File: config.mk
export PLATFORM = sky130hd
export DESIGN_NAME = mult_datapath
export DESIGN_NICKNAME = d
export VERILOG_FILES = /design/src/rtl/mult_pkg.sv /design/src/rtl/mult_acc_shift.sv /design/src/rtl/mult_datapath.sv
export SDC_FILE = /design/constraint.sdc
export NUM_CORES = 1
export LEC_CHECK = 0
export CAP_MARGIN = 15
export CELL_PAD_IN_SITES_DETAIL_PLACEMENT = 1
export CELL_PAD_IN_SITES_GLOBAL_PLACEMENT = 2
export CORE_UTILIZATION = 36
export DETAILED_ROUTE_END_ITERATION = 8
export PLACE_DENSITY = 0.82
export SYNTH_ARGS = -nofsm -noshare
export SYNTH_HDL_FRONTEND = slang
export SYNTH_SLANG_ARGS = --single-unit
File: constraint.sdc
create_clock -name clock -period 8.59 [get_ports clock]
set_input_delay 2.1475 -clock clock [delete_from_list [all_inputs] [get_ports clock]]
set_output_delay 2.1475 -clock clock [all_outputs]
set_load 0.05 [all_outputs]
File: src/rtl/mult_pkg.sv
// Shared width defaults and helpers for the shift-add multiplier.
package mult_pkg;
  localparam int MULT_WIDTH = 32;
  localparam int CNT_W      = $clog2(MULT_WIDTH + 1);

  typedef logic [2*MULT_WIDTH-1:0] prod_t;

  function automatic int cnt_width(input int w);
    return $clog2(w + 1);
  endfunction
endpackage

File: src/rtl/mult_acc_shift.sv
// Accumulator/multiplier shift pair {A,Q}, adder and bit counter; M/K are combinational from regs.
// Latency: one add or shift per cycle; no backpressure, strobes are paced by the multiplier FSM.
module mult_acc_shift
  import mult_pkg::*;
#(
  parameter int WIDTH = MULT_WIDTH
) (
  input  logic             clock,
  input  logic             rst,
  input  logic             load,
  input  logic             ad,
  input  logic             shift,
  input  logic [WIDTH-1:0] q_init,
  input  logic [WIDTH-1:0] b,
  output logic [WIDTH-1:0] a_lo,
  output logic [WIDTH-1:0] q,
  output logic             M,
  output logic             K
);
  localparam int CW = cnt_width(WIDTH);
  localparam logic [CW-1:0] CNT_DONE = CW'(WIDTH);

  logic [WIDTH:0]  a;
  logic [WIDTH:0]  a_sum;
  logic [CW-1:0]   cnt;

  assign K    = (cnt == CNT_DONE);
  assign M    = q[0];
  assign a_lo = a[WIDTH-1:0];

  // A carries one extra bit so the add never loses its carry before the shift.
  always_comb begin
    a_sum = a;
    if (ad) a_sum = a + {1'b0, b};
  end

  always_ff @(posedge clock or posedge rst) begin
    if (rst) begin
      a   <= '0;
      q   <= '0;
      cnt <= '0;
    end else if (load) begin
      a   <= '0;
      q   <= q_init;
      cnt <= '0;
    end else if (!K) begin
      if (shift) begin
        {a, q} <= {a_sum, q} >> 1;
        cnt    <= cnt + 1'b1;
      end else begin
        a <= a_sum;
      end
    end
  end
endmodule

File: src/rtl/mult_datapath.sv
// Shift-add multiplier datapath: B, HI/LO result regs, optional sign handling (MULT_SIGNED_EN).
// Latency: product valid 2*WIDTH+2 cycles after load; no backpressure, FSM-paced strobes.
module mult_datapath
  import mult_pkg::*;
#(
  parameter int WIDTH = MULT_WIDTH
) (
  input  logic             clock,
  input  logic             rst,
  input  logic             load,
  input  logic             ad,
  input  logic             shift,
  input  logic             Done,
  input  logic [WIDTH-1:0] mcand,
  input  logic [WIDTH-1:0] mplier,
  input  logic             sgn,
  output logic             M,
  output logic             K,
  output logic [WIDTH-1:0] hi,
  output logic [WIDTH-1:0] lo,
  output logic             valid
);
  logic [WIDTH-1:0]   b;
  logic [WIDTH-1:0]   b_init;
  logic [WIDTH-1:0]   q_init;
  logic [WIDTH-1:0]   a_lo;
  logic [WIDTH-1:0]   q;
  logic [2*WIDTH-1:0] prod;

`ifdef MULT_SIGNED_EN
  logic neg;

  // Magnitudes feed the unsigned core; the most-negative value maps to 2^(W-1) unchanged.
  always_comb begin
    q_init = mplier;
    b_init = mcand;
    if (sgn && mplier[WIDTH-1]) q_init = -mplier;
    if (sgn && mcand[WIDTH-1])  b_init = -mcand;
    prod = {a_lo, q};
    if (neg) prod = -{a_lo, q};
  end

  always_ff @(posedge clock or posedge rst) begin
    if (rst)       neg <= 1'b0;
    else if (load) neg <= sgn & (mcand[WIDTH-1] ^ mplier[WIDTH-1]);
  end
`else
  logic unused_sgn;

  assign unused_sgn = sgn;
  assign q_init     = mplier;
  assign b_init     = mcand;
  assign prod       = {a_lo, q};
`endif

  mult_acc_shift #(.WIDTH(WIDTH)) u_acc_shift (
    .clock  (clock),
    .rst    (rst),
    .load   (load),
    .ad     (ad),
    .shift  (shift),
    .q_init (q_init),
    .b      (b),
    .a_lo   (a_lo),
    .q      (q),
    .M      (M),
    .K      (K)
  );

  always_ff @(posedge clock or posedge rst) begin
    if (rst) begin
      b     <= '0;
      hi    <= '0;
      lo    <= '0;
      valid <= 1'b0;
    end else if (load) begin
      b     <= b_init;
      valid <= 1'b0;
    end else if (Done) begin
      hi    <= prod[2*WIDTH-1:WIDTH];
      lo    <= prod[WIDTH-1:0];
      valid <= 1'b1;
    end
  end
endmodule
==> run summary, run 1 <==
status: finished clean
Mapped Area: 9383 sq um
Detail Route Antenna Nets: 0
DRT Pass-1 Iters: 4
Final Net Count: 1,094
proportion of synthesized chip area in sequential cells: 44.81%
number of synthesized flops with an enable pin: 0
Unique masters post-synth: 77
# setup viols final: 0
Final HPWL DP: 17,150 microns
Placed Instance Area: 10,950 sq um
first-pass GRT wire length: 41,570 microns
setup bufs post-CTS: 0
worst slew pin tran: 1020 ps
Clock Skew: 19.78 ps
Hold Path Stages: 1
Max Slew Vio Count: 0
drt total wl: 25,120 microns
vias in the first global route: 7,605
share of layout cells above drive strength 1: 16.48%
DR vias: 7,104
antenna violations before repair: 0
Clock Latency Late Sink: 450 ps
Slew headroom: 31.84%
H-Tree Depth: 4
MaxCap Viol Count: 0
Synth warnings: 0
Post-Route Setup TNS: 0 ps
clk sinks: 168
ANT cells: 0
worst-path fanout max: 15
buffer depth of the longest clock path: 2
Hold Crit Class: flip-flop to flip-flop
Tmin final: 5056 ps
all-layer global routing usage: 19.99%
CP Class: flip-flop to primary output
port bufs: 136
Syn-to-layout area delta: 23.28%
Worst EP required: 6440 ps
#FFs+latches synth: 168
VDD IR max: 0.1155 mV
grt total ovfl: 0
Routed wire per std cell: 18.88 microns
syn nets: 980
Avg Inst Size Synth: 10.74 sq um
largest net degree at the start of global routing: 104
fmax: 0.1978 GHz
Post-synth top flop: dfrtp_1
Worst-path clk slew: 80 ps
Worst setup SP type: flip-flop
core region area: 25,400 sq um
die area: 26,710 sq um
CTS tree: built
Leak: 5.060 nW
hold_buf cts: 0
Die Y: 163.4 microns
Site Rows: 58
final hold violation count: 0
final period utilization: 58.86%
routability cong.: 0.7990
DR vias/cell: 5.337
PD cells: 245.4 nW/um^2
Initial Util: 36.94%
root buf cell: clkbuf_16
post-CTS sizing: 0
CP arrival: 2910 ps
synthesized netlist cell count: 874
CTS Buf Count: 17
DRC violations left: 0
number of DRC markers in iteration 0: 335
Die W: 163.4 microns
Setup crit end kind: primary output
Top Ports: 138
RSZ-0062 raised after global routing: false
Finished Cell Area: 11,570 sq um
Post-synth ARST share: 100.0%
Reg2Reg Depth: 10
cells in the final DEF (no fill, tap or decap), drive strengths merged, types with 17 or more instances in the layout:
master / instances
a21oi: 51
clkbuf: 17
clkdlybuf4s50: 134
dfrtp: 168
ha: 34
inv: 26
mux2: 96
mux2i: 48
nand2: 92
nor2: 51
o21ai: 52
xnor2: 17
where the power goes:
group          total, W  internal (W)  switching, W
clock          0.000801      0.000399      0.000402
combinational   0.00104      0.000409      0.000627
sequential      0.00100      0.000910     0.0000905
total           0.00284       0.00172       0.00112
state kept, by name, summed over array words and instances (netlist names):
register         count
u_acc_shift.a       33
b                   32
hi                  32
lo                  32
u_acc_shift.q       32
u_acc_shift.cnt      6
valid                1
critical path: stages, from the launching register on:
cell             delay, ps
dfrtp_1                430
inv_1                   90
ha_1                   150
nand2_1                 50
or4_1                  760
clkinv_1               160
clkdlybuf4s50_1        810
cells by family after synthesis:
| family | synth area share, % |
|---|---|
| mux | 16.88 |
| fa+ha+maj | 4.747 |
| flops | 44.81 |
| buf+inv | 3.681 |
| compound gates | 17.23 |
| simple gates | 9.948 |
| xor+xnor | 2.707 |
metal layers:
layer | GRT usage, % | wire [microns]
met5 | 0 | 0
met4 | 6.032 | 303
met3 | 5.383 | 1386
met2 | 31.32 | 11440
met1 | 26.78 | 11990
area by class of cell:
type,instances,area [sq um]
clock buffer,17,425.4
clock inverter,15,193.9
fill,2807,13830
inverter,21,83.83
multi-input combinational,637,4841
sequential,168,4204
tap,330,412.9
timing repair buffer,143,1406
Yosys cell counts, types with 6 or more instances:
master	number	area share (%)
dfrtp_1	168	45
mux2_2	96	12
nand2_1	92	3.7
nor2_1	49	2.0
mux2i_1	48	5.1
a21oi_1	46	2.5
o21ai_0	46	2.5
ha_1	34	4.5
clkbuf_1	27	1.1
inv_1	19	0.76
xnor2_1	17	1.6
a21o_1	15	1.2
a211oi_1	13	1.0
xor2_1	12	1.1
a211o_1	11	1.0
buf_2	11	0.59
nand3_1	10	0.53
a22oi_1	8	0.64
a31oi_1	7	0.47
and2_1	7	0.47
nand4_1	7	0.47
nor2b_1	7	0.47
o211ai_1	7	0.56
o21bai_1	7	0.56
o221ai_1	7	0.65
and3_1	6	0.40
nor3_1	6	0.32
per-stage QoR:
stage | setup WS (ps) | power (W) | hold slack (ps) | std cells | utilization, %
after global routing | 3377 | 0.002994 | 523.8 | 1331 | 45.54
after detailed placement | 3323 | 0.002052 | 494.3 | 1299 | 43.10
after floorplan | 1896 | 0.001742 | 487.5 | 874 | -
after global placement | 3340 | 0.002039 | 476.9 | 1299 | 43.10
final | 3534 | 0.002838 | 509.5 | 1331 | 45.54
after CTS | 3501 | 0.002873 | 513.3 | 1331 | 45.54
worst paths after layout:
kind | start | to | slack [ps]
worst max-delay path | u_acc_shift.cnt[0]$_DFFE_PP0P_ | K | 3530
min in group asynchronous | rst | hi[24]$_DFFE_PP0P_ | 2270
max in group asynchronous | rst | u_acc_shift.q[26]$_DFFE_PP0P_ | 4890
worst max register to register | u_acc_shift.cnt[0]$_DFFE_PP0P_ | u_acc_shift.q[0]$_DFFE_PP0P_ | 5120
worst min register to register | hi[17]$_DFFE_PP0P_ | hi[17]$_DFFE_PP0P_ | 510
worst min-delay path | hi[17]$_DFFE_PP0P_ | hi[17]$_DFFE_PP0P_ | 510
Power figures use the tool's default switching activity.
==> run 2, diff against run 1 <==
Clock period 8.59 ns to 4.8 ns, I/O delays scaled along.
==> run 2 against run 1 <==
Hold slack got worse by 1.9 ps. Wire length up 0.82%. Combinational power rose by 79%. Critical path depth stayed put. Power grew 80%. Critical path type unchanged.
==> run summary, run 2 (synthesized netlist as in run 1, its figures left out) <==
status: finished clean
commonest non-fill, non-tap cells in the layout: dfrtp_1 (168), clkdlybuf4s50_1 (134), mux2_2 (96)
commonest non-fill, non-tap cell in the layout: dfrtp_1
CTS Buf Count: 17
Placed Instance Area: 11,020 sq um
Die Y: 163.4 microns
final period utilization: 77.63%
Hold Crit Endpoint: hi[5]$_DFFE_PP0P_
CP Class: flip-flop to primary output
Internal: 0.003090 W
fmax: 0.2684 GHz
H-Tree Depth: 4
PD cells: 437.2 nW/um^2
r2r setup slk: 1490 ps
largest net degree at the start of global routing: 59
Detail Route Antenna Nets: 0
Die W: 163.4 microns
ANT cells: 0
worst-path fanout max: 4
Site Rows: 58
Leak: 5.104 nW
Net Switching: 0.002011 W
share of layout cells above drive strength 1: 17.06%
RSZ-0062 raised after global routing: false
first-pass GRT wire length: 41,780 microns
WHS: 507.6 ps
sequential power share: 35.1%
all-layer global routing usage: 20.08%
Final HPWL DP: 17,930 microns
hold_buf cts: 0
Syn-to-layout area delta: 24.34%
Routed wire per std cell: 18.93 microns
Clock Latency Late Sink: 450 ps
sw frac: 39.43%
setup bufs post-CTS: 0
Worst-path clk slew: 70 ps
Worst setup SP type: flip-flop
MaxCap Viol Count: 0
die area: 26,710 sq um
slowest cell on the critical path: clkdlybuf4s50_1
Top Ports: 138
clk sinks: 168
Final Net Count: 1,101
Initial Util: 36.94%
# setup viols final: 0
RR Startpoint: u_acc_shift.a[0]$_DFFE_PP0P_
DR vias/cell: 5.331
DR vias: 7,133
drt total wl: 25,330 microns
Comb pwr share: 36.5%
vias in the first global route: 7,563
DRC violations left: 0
clock network power share: 28.4%
routability cong.: 0.8137
CP cell instances: inv_1, ha_1, nand2_1, or4_1, clkinv_1, clkdlybuf4s50_1
Clock Skew: 22.19 ps
number of DRC markers in iteration 0: 293
Top reg by flops: u_acc_shift.a
beginning of the worst hold path: hi[5]$_DFFE_PP0P_
Tmin final: 3726 ps
Hold Path Stages: 1
grt total ovfl: 0
max reg flops: 33
Reg2Reg Depth: 11
worst slew pin tran: 829.6 ps
Post-Route Setup TNS: 0 ps
buffer depth of the longest clock path: 2
root buf cell: clkbuf_16
final hold violation count: 0
Finished Cell Area: 11,670 sq um
post-CTS sizing: 0
Hold Crit Class: flip-flop to flip-flop
Placed Cells: 1,306
VDD IR max: 0.2054 mV
Max Slew Vio Count: 0
CTS tree: built
Layout Cells excl Fill: 1,338
slowest stage delay, CP: 800 ps
CP arrival: 2530 ps
Slew headroom: 44.32%
R2R Path End: u_acc_shift.a[27]$_DFFE_PP0P_
DRT Pass-1 Iters: 5
Setup crit end kind: primary output
Worst EP required: 3600 ps
core region area: 25,400 sq um
port bufs: 136
antenna violations before repair: 0
## run 2: layout make-up
cell class                 count  area [sq um]
fill                        2778         13730
timing repair buffer         150          1484
multi-input combinational    637          4841
sequential                   168          4204
clock buffer                  17         425.4
inverter                      21         82.58
clock inverter                15         216.5
tap                          330         412.9
## run 2: per-layer routing
layer	wire length [microns]	track usage, %	up-vias
li1	-	-	3437
met1	11890	27.49	3529
met2	11550	30.95	141
met3	1531	5.434	26
met4	362	5.523	0
met5	0	0	-
## run 2: worst max path at each step
| stage | start | endpoint | slack [ps] | cells after the start |
|---|---|---|---|---|
| 6_report | u_acc_shift.cnt[0]$_DFFE_PP0P_ | K | 1070 | 6 |
| 5_1_grt | u_acc_shift.cnt[0]$_DFFE_PP0P_ | K | 990 | 6 |
| 4_1_cts | u_acc_shift.cnt[0]$_DFFE_PP0P_ | K | 1040 | 6 |
| 3_5_place_dp | shift | u_acc_shift.q[12]$_DFFE_PP0P_ | 1510 | 7 |
| 3_3_place_gp | u_acc_shift.cnt[0]$_DFFE_PP0P_ | K | 1540 | 6 |
| 2_1_floorplan | rst | b[0]$_DFFE_PP0P_ | 1460 | 1 |
## run 2: per-stage QoR
stage                     utilization [%]  worst slack [ps]  total power [W]
after floorplan                         -              1459         0.003119
after global routing                45.93             989.9         0.005389
after CTS                           45.93              1042         0.005169
after global placement              43.40              1540         0.003655
after detailed placement            43.40              1510         0.003680
final                               45.93              1074         0.005101
## run 2: power groups by stage
stage	sequential [W]	combinational (W)	clock (W)
after floorplan	0.00218	0.000941	0
after detailed placement	0.00182	0.00186	0
after global placement	0.00181	0.00184	0
final	0.00179	0.00186	0.00145
after CTS	0.00180	0.00187	0.00150
after global routing	0.00183	0.00201	0.00155
## run 2: critical path: cells and delay by family (launching register included)
kind | cells | cell delay (ps)
adders and majority gates | 1 | 140
buffers and inverters | 3 | 1000
DFF | 1 | 420
and+or+nand+nor | 2 | 520
